## src/rtl/mips_loader_pkg.sv

```systemverilog
// Shared types and defaults for the MIPS program loader.
// State encodings, default end marker and byte-counter width.
package mips_loader_pkg;

    typedef enum logic [2:0] {
        ST_IDLE,
        ST_LOAD,
        ST_WRITE,
        ST_CHECK,
        ST_DONE,
        ST_ERROR
    } loaderState_t;

    localparam logic [31:0] DEFAULT_END_MARKER = 32'hFFFF_FFFF;
    localparam int          BYTE_CNT_W         = 2;

endpackage

```

## src/rtl/loader_word_assembler.sv

```systemverilog
// Big-endian byte-to-word packer for the program loader.
// The 4th byte goes straight onto the word output, so wordReady and the full word are valid in the same cycle.
module loader_word_assembler
    import mips_loader_pkg::*;
(
    input  logic        clk,
    input  logic        reset,
    input  logic        clear,
    input  logic        byteValid,
    input  logic [7:0]  byteIn,
    output logic [31:0] word,
    output logic        wordReady
);

    // Only the three oldest bytes need storage; the newest byte arrives on byteIn.
    logic [23:0]           shiftReg;
    logic [BYTE_CNT_W-1:0] byteCnt;

    assign word      = {shiftReg, byteIn};
    assign wordReady = byteValid && (byteCnt == '1);

    always_ff @(posedge clk) begin
        if (reset || clear) begin
            shiftReg <= '0;
            byteCnt  <= '0;
        end else if (byteValid) begin
            shiftReg <= word[23:0];
            byteCnt  <= byteCnt + 1'b1;
        end
    end

endmodule

```

## src/rtl/mips_program_loader.sv

```systemverilog
// Streams bytes into instruction memory as big-endian words and holds the CPU until the end marker lands.
// Optional trailing XOR checksum byte is enabled with LOADER_CHECKSUM_EN.
module mips_program_loader
    import mips_loader_pkg::*;
#(
    parameter int          ADDR_W     = 5,
    parameter int          DEPTH      = 32,
    parameter logic [31:0] END_MARKER = DEFAULT_END_MARKER
)(
    input  logic              Clock,
    input  logic              Reset,
    input  logic              Start,
    input  logic [7:0]        RxData,
    input  logic              RxValid,
    output logic              RxReady,
    output logic              IMemWrEn,
    output logic [ADDR_W-1:0] IMemWrAddr,
    output logic [31:0]       IMemWrData,
    output logic [ADDR_W:0]   WordCount,
    output logic              CpuHold,
    output logic              Done,
    output logic              Error
);

    localparam logic [ADDR_W-1:0] LAST_IDX = ADDR_W'(DEPTH - 1);

    loaderState_t      state;
    logic [ADDR_W-1:0] wordIdx;
    logic [31:0]       asmWord;
    logic              wordReady;
    logic              byteAccept;
    logic              startLoad;

    // Start is honoured only where no load is in progress.
    assign startLoad  = Start && (state == ST_IDLE || state == ST_DONE || state == ST_ERROR);
    assign byteAccept = RxValid && RxReady && (state == ST_LOAD);

    loader_word_assembler uAsm (
        .clk       (Clock),
        .reset     (Reset),
        .clear     (startLoad),
        .byteValid (byteAccept),
        .byteIn    (RxData),
        .word      (asmWord),
        .wordReady (wordReady)
    );

`ifdef LOADER_CHECKSUM_EN
    logic [7:0] xorSum;

    always_ff @(posedge Clock) begin
        if (Reset || startLoad)
            xorSum <= '0;
        else if (byteAccept)
            xorSum <= xorSum ^ RxData;
    end
`endif

    always_ff @(posedge Clock) begin
        if (Reset) begin
            state      <= ST_IDLE;
            wordIdx    <= '0;
            RxReady    <= 1'b0;
            IMemWrEn   <= 1'b0;
            IMemWrAddr <= '0;
            IMemWrData <= '0;
            WordCount  <= '0;
            CpuHold    <= 1'b1;
            Done       <= 1'b0;
            Error      <= 1'b0;
        end else begin
            IMemWrEn <= 1'b0;
            if (startLoad) begin
                state     <= ST_LOAD;
                wordIdx   <= '0;
                WordCount <= '0;
                RxReady   <= 1'b1;
                CpuHold   <= 1'b1;
                Done      <= 1'b0;
                Error     <= 1'b0;
            end else begin
                case (state)
                    ST_LOAD: begin
                        if (wordReady) begin
                            state      <= ST_WRITE;
                            RxReady    <= 1'b0;
                            IMemWrEn   <= 1'b1;
                            IMemWrAddr <= wordIdx;
                            IMemWrData <= asmWord;
                        end
                    end
                    ST_WRITE: begin
                        WordCount <= WordCount + 1'b1;
                        if (IMemWrData == END_MARKER) begin
`ifdef LOADER_CHECKSUM_EN
                            state   <= ST_CHECK;
                            RxReady <= 1'b1;
`else
                            state   <= ST_DONE;
                            CpuHold <= 1'b0;
                            Done    <= 1'b1;
`endif
                        end else if (wordIdx == LAST_IDX) begin
                            // Memory full and still no marker: the image is unusable.
                            state <= ST_ERROR;
                            Error <= 1'b1;
                        end else begin
                            state   <= ST_LOAD;
                            wordIdx <= wordIdx + 1'b1;
                            RxReady <= 1'b1;
                        end
                    end
`ifdef LOADER_CHECKSUM_EN
                    ST_CHECK: begin
                        if (RxValid && RxReady) begin
                            RxReady <= 1'b0;
                            if (RxData == xorSum) begin
                                state   <= ST_DONE;
                                CpuHold <= 1'b0;
                                Done    <= 1'b1;
                            end else begin
                                state <= ST_ERROR;
                                Error <= 1'b1;
                            end
                        end
                    end
`endif
                    default: ;
                endcase
            end
        end
    end

endmodule

```

## config.mk

```make
export PLATFORM = sky130hd
export DESIGN_NAME = mips_program_loader
export DESIGN_NICKNAME = d
export VERILOG_FILES = /design/src/rtl/mips_loader_pkg.sv /design/src/rtl/loader_word_assembler.sv /design/src/rtl/mips_program_loader.sv
export SDC_FILE = /design/constraint.sdc
export NUM_CORES = 1
export LEC_CHECK = 0
export ABC_AREA = 1
export CAP_MARGIN = 5
export CORE_AREA = 2 2 72 142
export CTS_BUF_LIST = sky130_fd_sc_hd__clkbuf_4 sky130_fd_sc_hd__clkbuf_8
export DETAILED_ROUTE_END_ITERATION = 10
export DIE_AREA = 0 0 74 144
export PLACE_DENSITY_LB_ADDON = 0.08
export SETUP_SLACK_MARGIN = 0.2
export SLEW_MARGIN = 5
export SYNTH_ARGS = -nofsm -noshare
export SYNTH_HDL_FRONTEND = slang
export SYNTH_SLANG_ARGS = --single-unit
```

## constraint.sdc

```tcl
create_clock -name Clock -period 1.45 [get_ports Clock]
set_clock_uncertainty 0.15 [all_clocks]
set_input_delay 0.29 -clock Clock [delete_from_list [all_inputs] [get_ports Clock]]
set_output_delay 0.29 -clock Clock [all_outputs]
set_load 0.01 [all_outputs]
```

==> results.yml <==
timing:
  setup_viol: 72
  slew_violations: 0
  finalCritPeriodShare_pct: 108
  hold_ws_ns: 0.307
  setup_ws_ns: -0.113
  timing.slew.headroom_pct: 76.2
  rsz0062_at_grt: "true"
  clock.fmax_mhz: 640
  final_hold_viol_count: 0
  finalCriticalPeriod_ns: 1.56
  worst_pin_slew_ns: 0.356
power_and_ir_drop:
  p_sw_share_pct: 23.5
  seqPwrFrac_pct: 52.2
  clkPwrFrac_pct: 42.1
  pwr-share-comb_pct: 5.8
  p_per_area_nw_per_um2: 758
  internal-power_mw: 3.34
  power.switching_mw: 1.03
  p_leak_nw: 2.32
  vdd_drop_max_v: 0.000550
  power_mw: 4.37
outcome:
  outcome: "complete, but fails checks"
  violations: "negative setup slack"
setup_path:
  crit_path_top_delay_cell: "dfxtp_2"
  cp_num_cells: 8
  r2r-end: "uAsm.shiftReg[14]"
  crit_path_cell_trace: "inv_2 > nand2_4 > nor3_4 > buf_6 > inv_8 > clkbuf_16 > nor2_4 > nor2_1"
  crit_fanout: 6
  cp.arrival_ns: 1.67
  cp-start-kind: "register"
  critPathTopFamily: "simple AND/OR/NAND/NOR gates"
  cp.required_ns: 1.56
  r2r_slack_ns: -0.11
  worst-setup-path-type: "register to register"
  r2r_start: "state[2]"
  crit_start: "state[2]"
  worstSetupEndpoint: "uAsm.shiftReg[14]"
  critPathBufInv: 4
  reg2regPathDepth: 8
  worst_setup_path_end_kind: "register"
  max_stage_delay_ns: 0.33
logic_synthesis:
  synth_edf_count: 0
  synthFlopType: "dfxtp_1"
  syn_nets: 411
  synth_cell_types: 22
  seq_area_frac_synth_pct: 53.5
  synth-seq-cells: 82
  syn-instance-count: 395
  syn-cell-area_um2: 3070
  synth.avg_cell_area_um2: 7.76
  synth_warnings: 0
  ys_async_sr_fraction_pct: 0
clocking:
  holdBufCountCts: 0
  cts-root-buf: "clkbuf_8"
  h-tree-depth: 3
  cts_sinks: 82
  cts_tree: "built"
  cts.clk_slew.worst_paths_ns: 0.09
  clockBufferDepth: 2
  clock_latency_ns: 0.37
  cts-buffers-inserted: 9
job:
  maxCapViolCount: 0
global_routing:
  grt_pass1_vias: 3202
  grt_pass1_wl_um: 15400
  grt_overflow: 0
  antenna_found_initial: 0
  globalRouteTotalUtil_pct: 19.3
  grt_start_max_net_pins: 31
routing:
  ant_nets: 0
  vias: 3203
  drc: 0
  routed_wl_um: 10100
  drtIter0Drc: 159
  firstDrtPassIters: 4
  vias_per_cell: 4.67
  wire_per_inst_um: 14.8
placement:
  numPortBuffers: 59
  dpl.cell_count: 630
  globalplace.congestion: 0.806
  post-dp-hpwl_um: 6480
  place_ws_ns: -0.431
floorplan:
  fp.dieArea_um2: 10700
  core_area_um2: 9640
  initial_core_util_pct: 31.8
  fp.dieH_um: 144
  rows: 51
  io_pins: 60
  dieWidth_um: 74
layout:
  syn_to_final_growth_pct: 88.1
  ff_latch_area_um2: 1710
  final_nets: 565
  n_fill_cell: 864
  instances_no_fill: 686
  multiInputGateArea_um2: 1780
  drive_gt1_share_pct: 58.1
  final_common_cell: "buf_6"
  final_cell_mix: "95 x buf_6, 67 x nand2_1, 48 x dfxtp_2"
  n_antenna_cell: 0
worst_hold_path:
  worstHoldPathType: "register to register"
[final cells by class]
| class | count | area share, % |
|---|---|---|
| tap | 132 | 2.86 |
| inverter | 14 | 1.56 |
| clock inverter | 7 | 1.63 |
| sequential | 82 | 29.7 |
| multi-input combinational | 279 | 30.9 |
| timing repair buffer | 163 | 31.2 |
| clock buffer | 9 | 2.15 |
[state kept, by name (all words and copies together) (netlist names)]
signal,flops
WordCount,6
wordIdx,5
Done,1
RxReady,1
uAsm.byteCnt,2
IMemWrEn,1
CpuHold,1
Error,1
IMemWrData,32
state,3
uAsm.shiftReg,24
IMemWrAddr,5
[cell usage after synthesis (2+ instances only)]
cell / instances / area share [%]
nand4_1: 6 / 1.2
xor2_1: 4 / 1.1
dfxtp_1: 82 / 54
inv_2: 3 / 0.37
nor2_1: 66 / 8.1
buf_6: 2 / 0.73
a31oi_1: 2 / 0.41
a21oi_1: 49 / 8.0
clkbuf_1: 12 / 1.5
o21a_1: 3 / 0.73
o21ai_0: 35 / 5.7
nand2_1: 99 / 12
ha_1: 4 / 1.6
inv_1: 11 / 1.3
nand3_1: 6 / 0.98
buf_2: 5 / 0.82
[worst min path at each step]
stage | slack [ns] | startpoint | depth (start not counted) | endpoint
4_1_cts | 0.31 | uAsm.shiftReg[17] | 2 | IMemWrData[25]
3_3_place_gp | 0.30 | uAsm.shiftReg[19] | 2 | IMemWrData[27]
3_5_place_dp | 0.30 | uAsm.shiftReg[19] | 2 | IMemWrData[27]
2_1_floorplan | 0.27 | RxData[3] | 2 | uAsm.shiftReg[3]
6_report | 0.31 | uAsm.shiftReg[19] | 2 | IMemWrData[27]
5_1_grt | 0.34 | uAsm.shiftReg[17] | 2 | IMemWrData[25]
[power by group through the flow]
stage	registers, mW	logic, mW	clock network [mW]
floorplan	2.33	0.0803	0
global placement	2.33	0.168	0
detailed placement	2.33	0.169	0
CTS	2.28	0.227	1.87
global route	2.28	0.268	1.95
finish	2.28	0.252	1.84
[worst reg2reg max path, stage by stage, from the launching register on]
cell and delay (ns):
dfxtp_2 0.33, inv_2 0.08, nand2_4 0.07, nor3_4 0.27, buf_6 0.18, inv_8 0.05, clkbuf_16 0.17, nor2_4 0.11
nor2_1 0.06
[what timing repair did]
item                       CTS  global route
setup buffers               20            12
hold endpoints to repair     0             0
setup endpoints to repair  130           130
gates resized for setup    422            71
cloned                       3             5
pin swaps                   29            28
[through the flow]
step                      setup TNS, ns  utilization (%)  instance area, um2
after floorplan                  -0.800                -                3150
after global placement           -24.12             44.6                4300
after detailed placement         -26.92             44.6                4300
after CTS                        -0.533             55.6                5350
after global routing              -9.18             59.9                5770
final                             -3.93             59.9                5770
[kinds of logic (layout without fill, tap and decap cells)]
kind of cell	count (synthesis)	in the layout	share of synthesized area, %
fa+ha+maj	4	4	1.63
buf+inv	34	193	4.85
compound gates	90	90	15.1
simple gates	180	180	23.5
xor+xnor	5	5	1.43
flops	82	82	53.5
[per-layer routing]
metal	global-route usage, %	up-vias	part of all wire [%]
li1	-	1601	-
met1	19.7	1517	36
met2	36.9	69	59
met3	3.83	16	3.0
met4	7.46	0	2.2
met5	0	-	0
No activity file was read; power rests on OpenSTA's default activity.
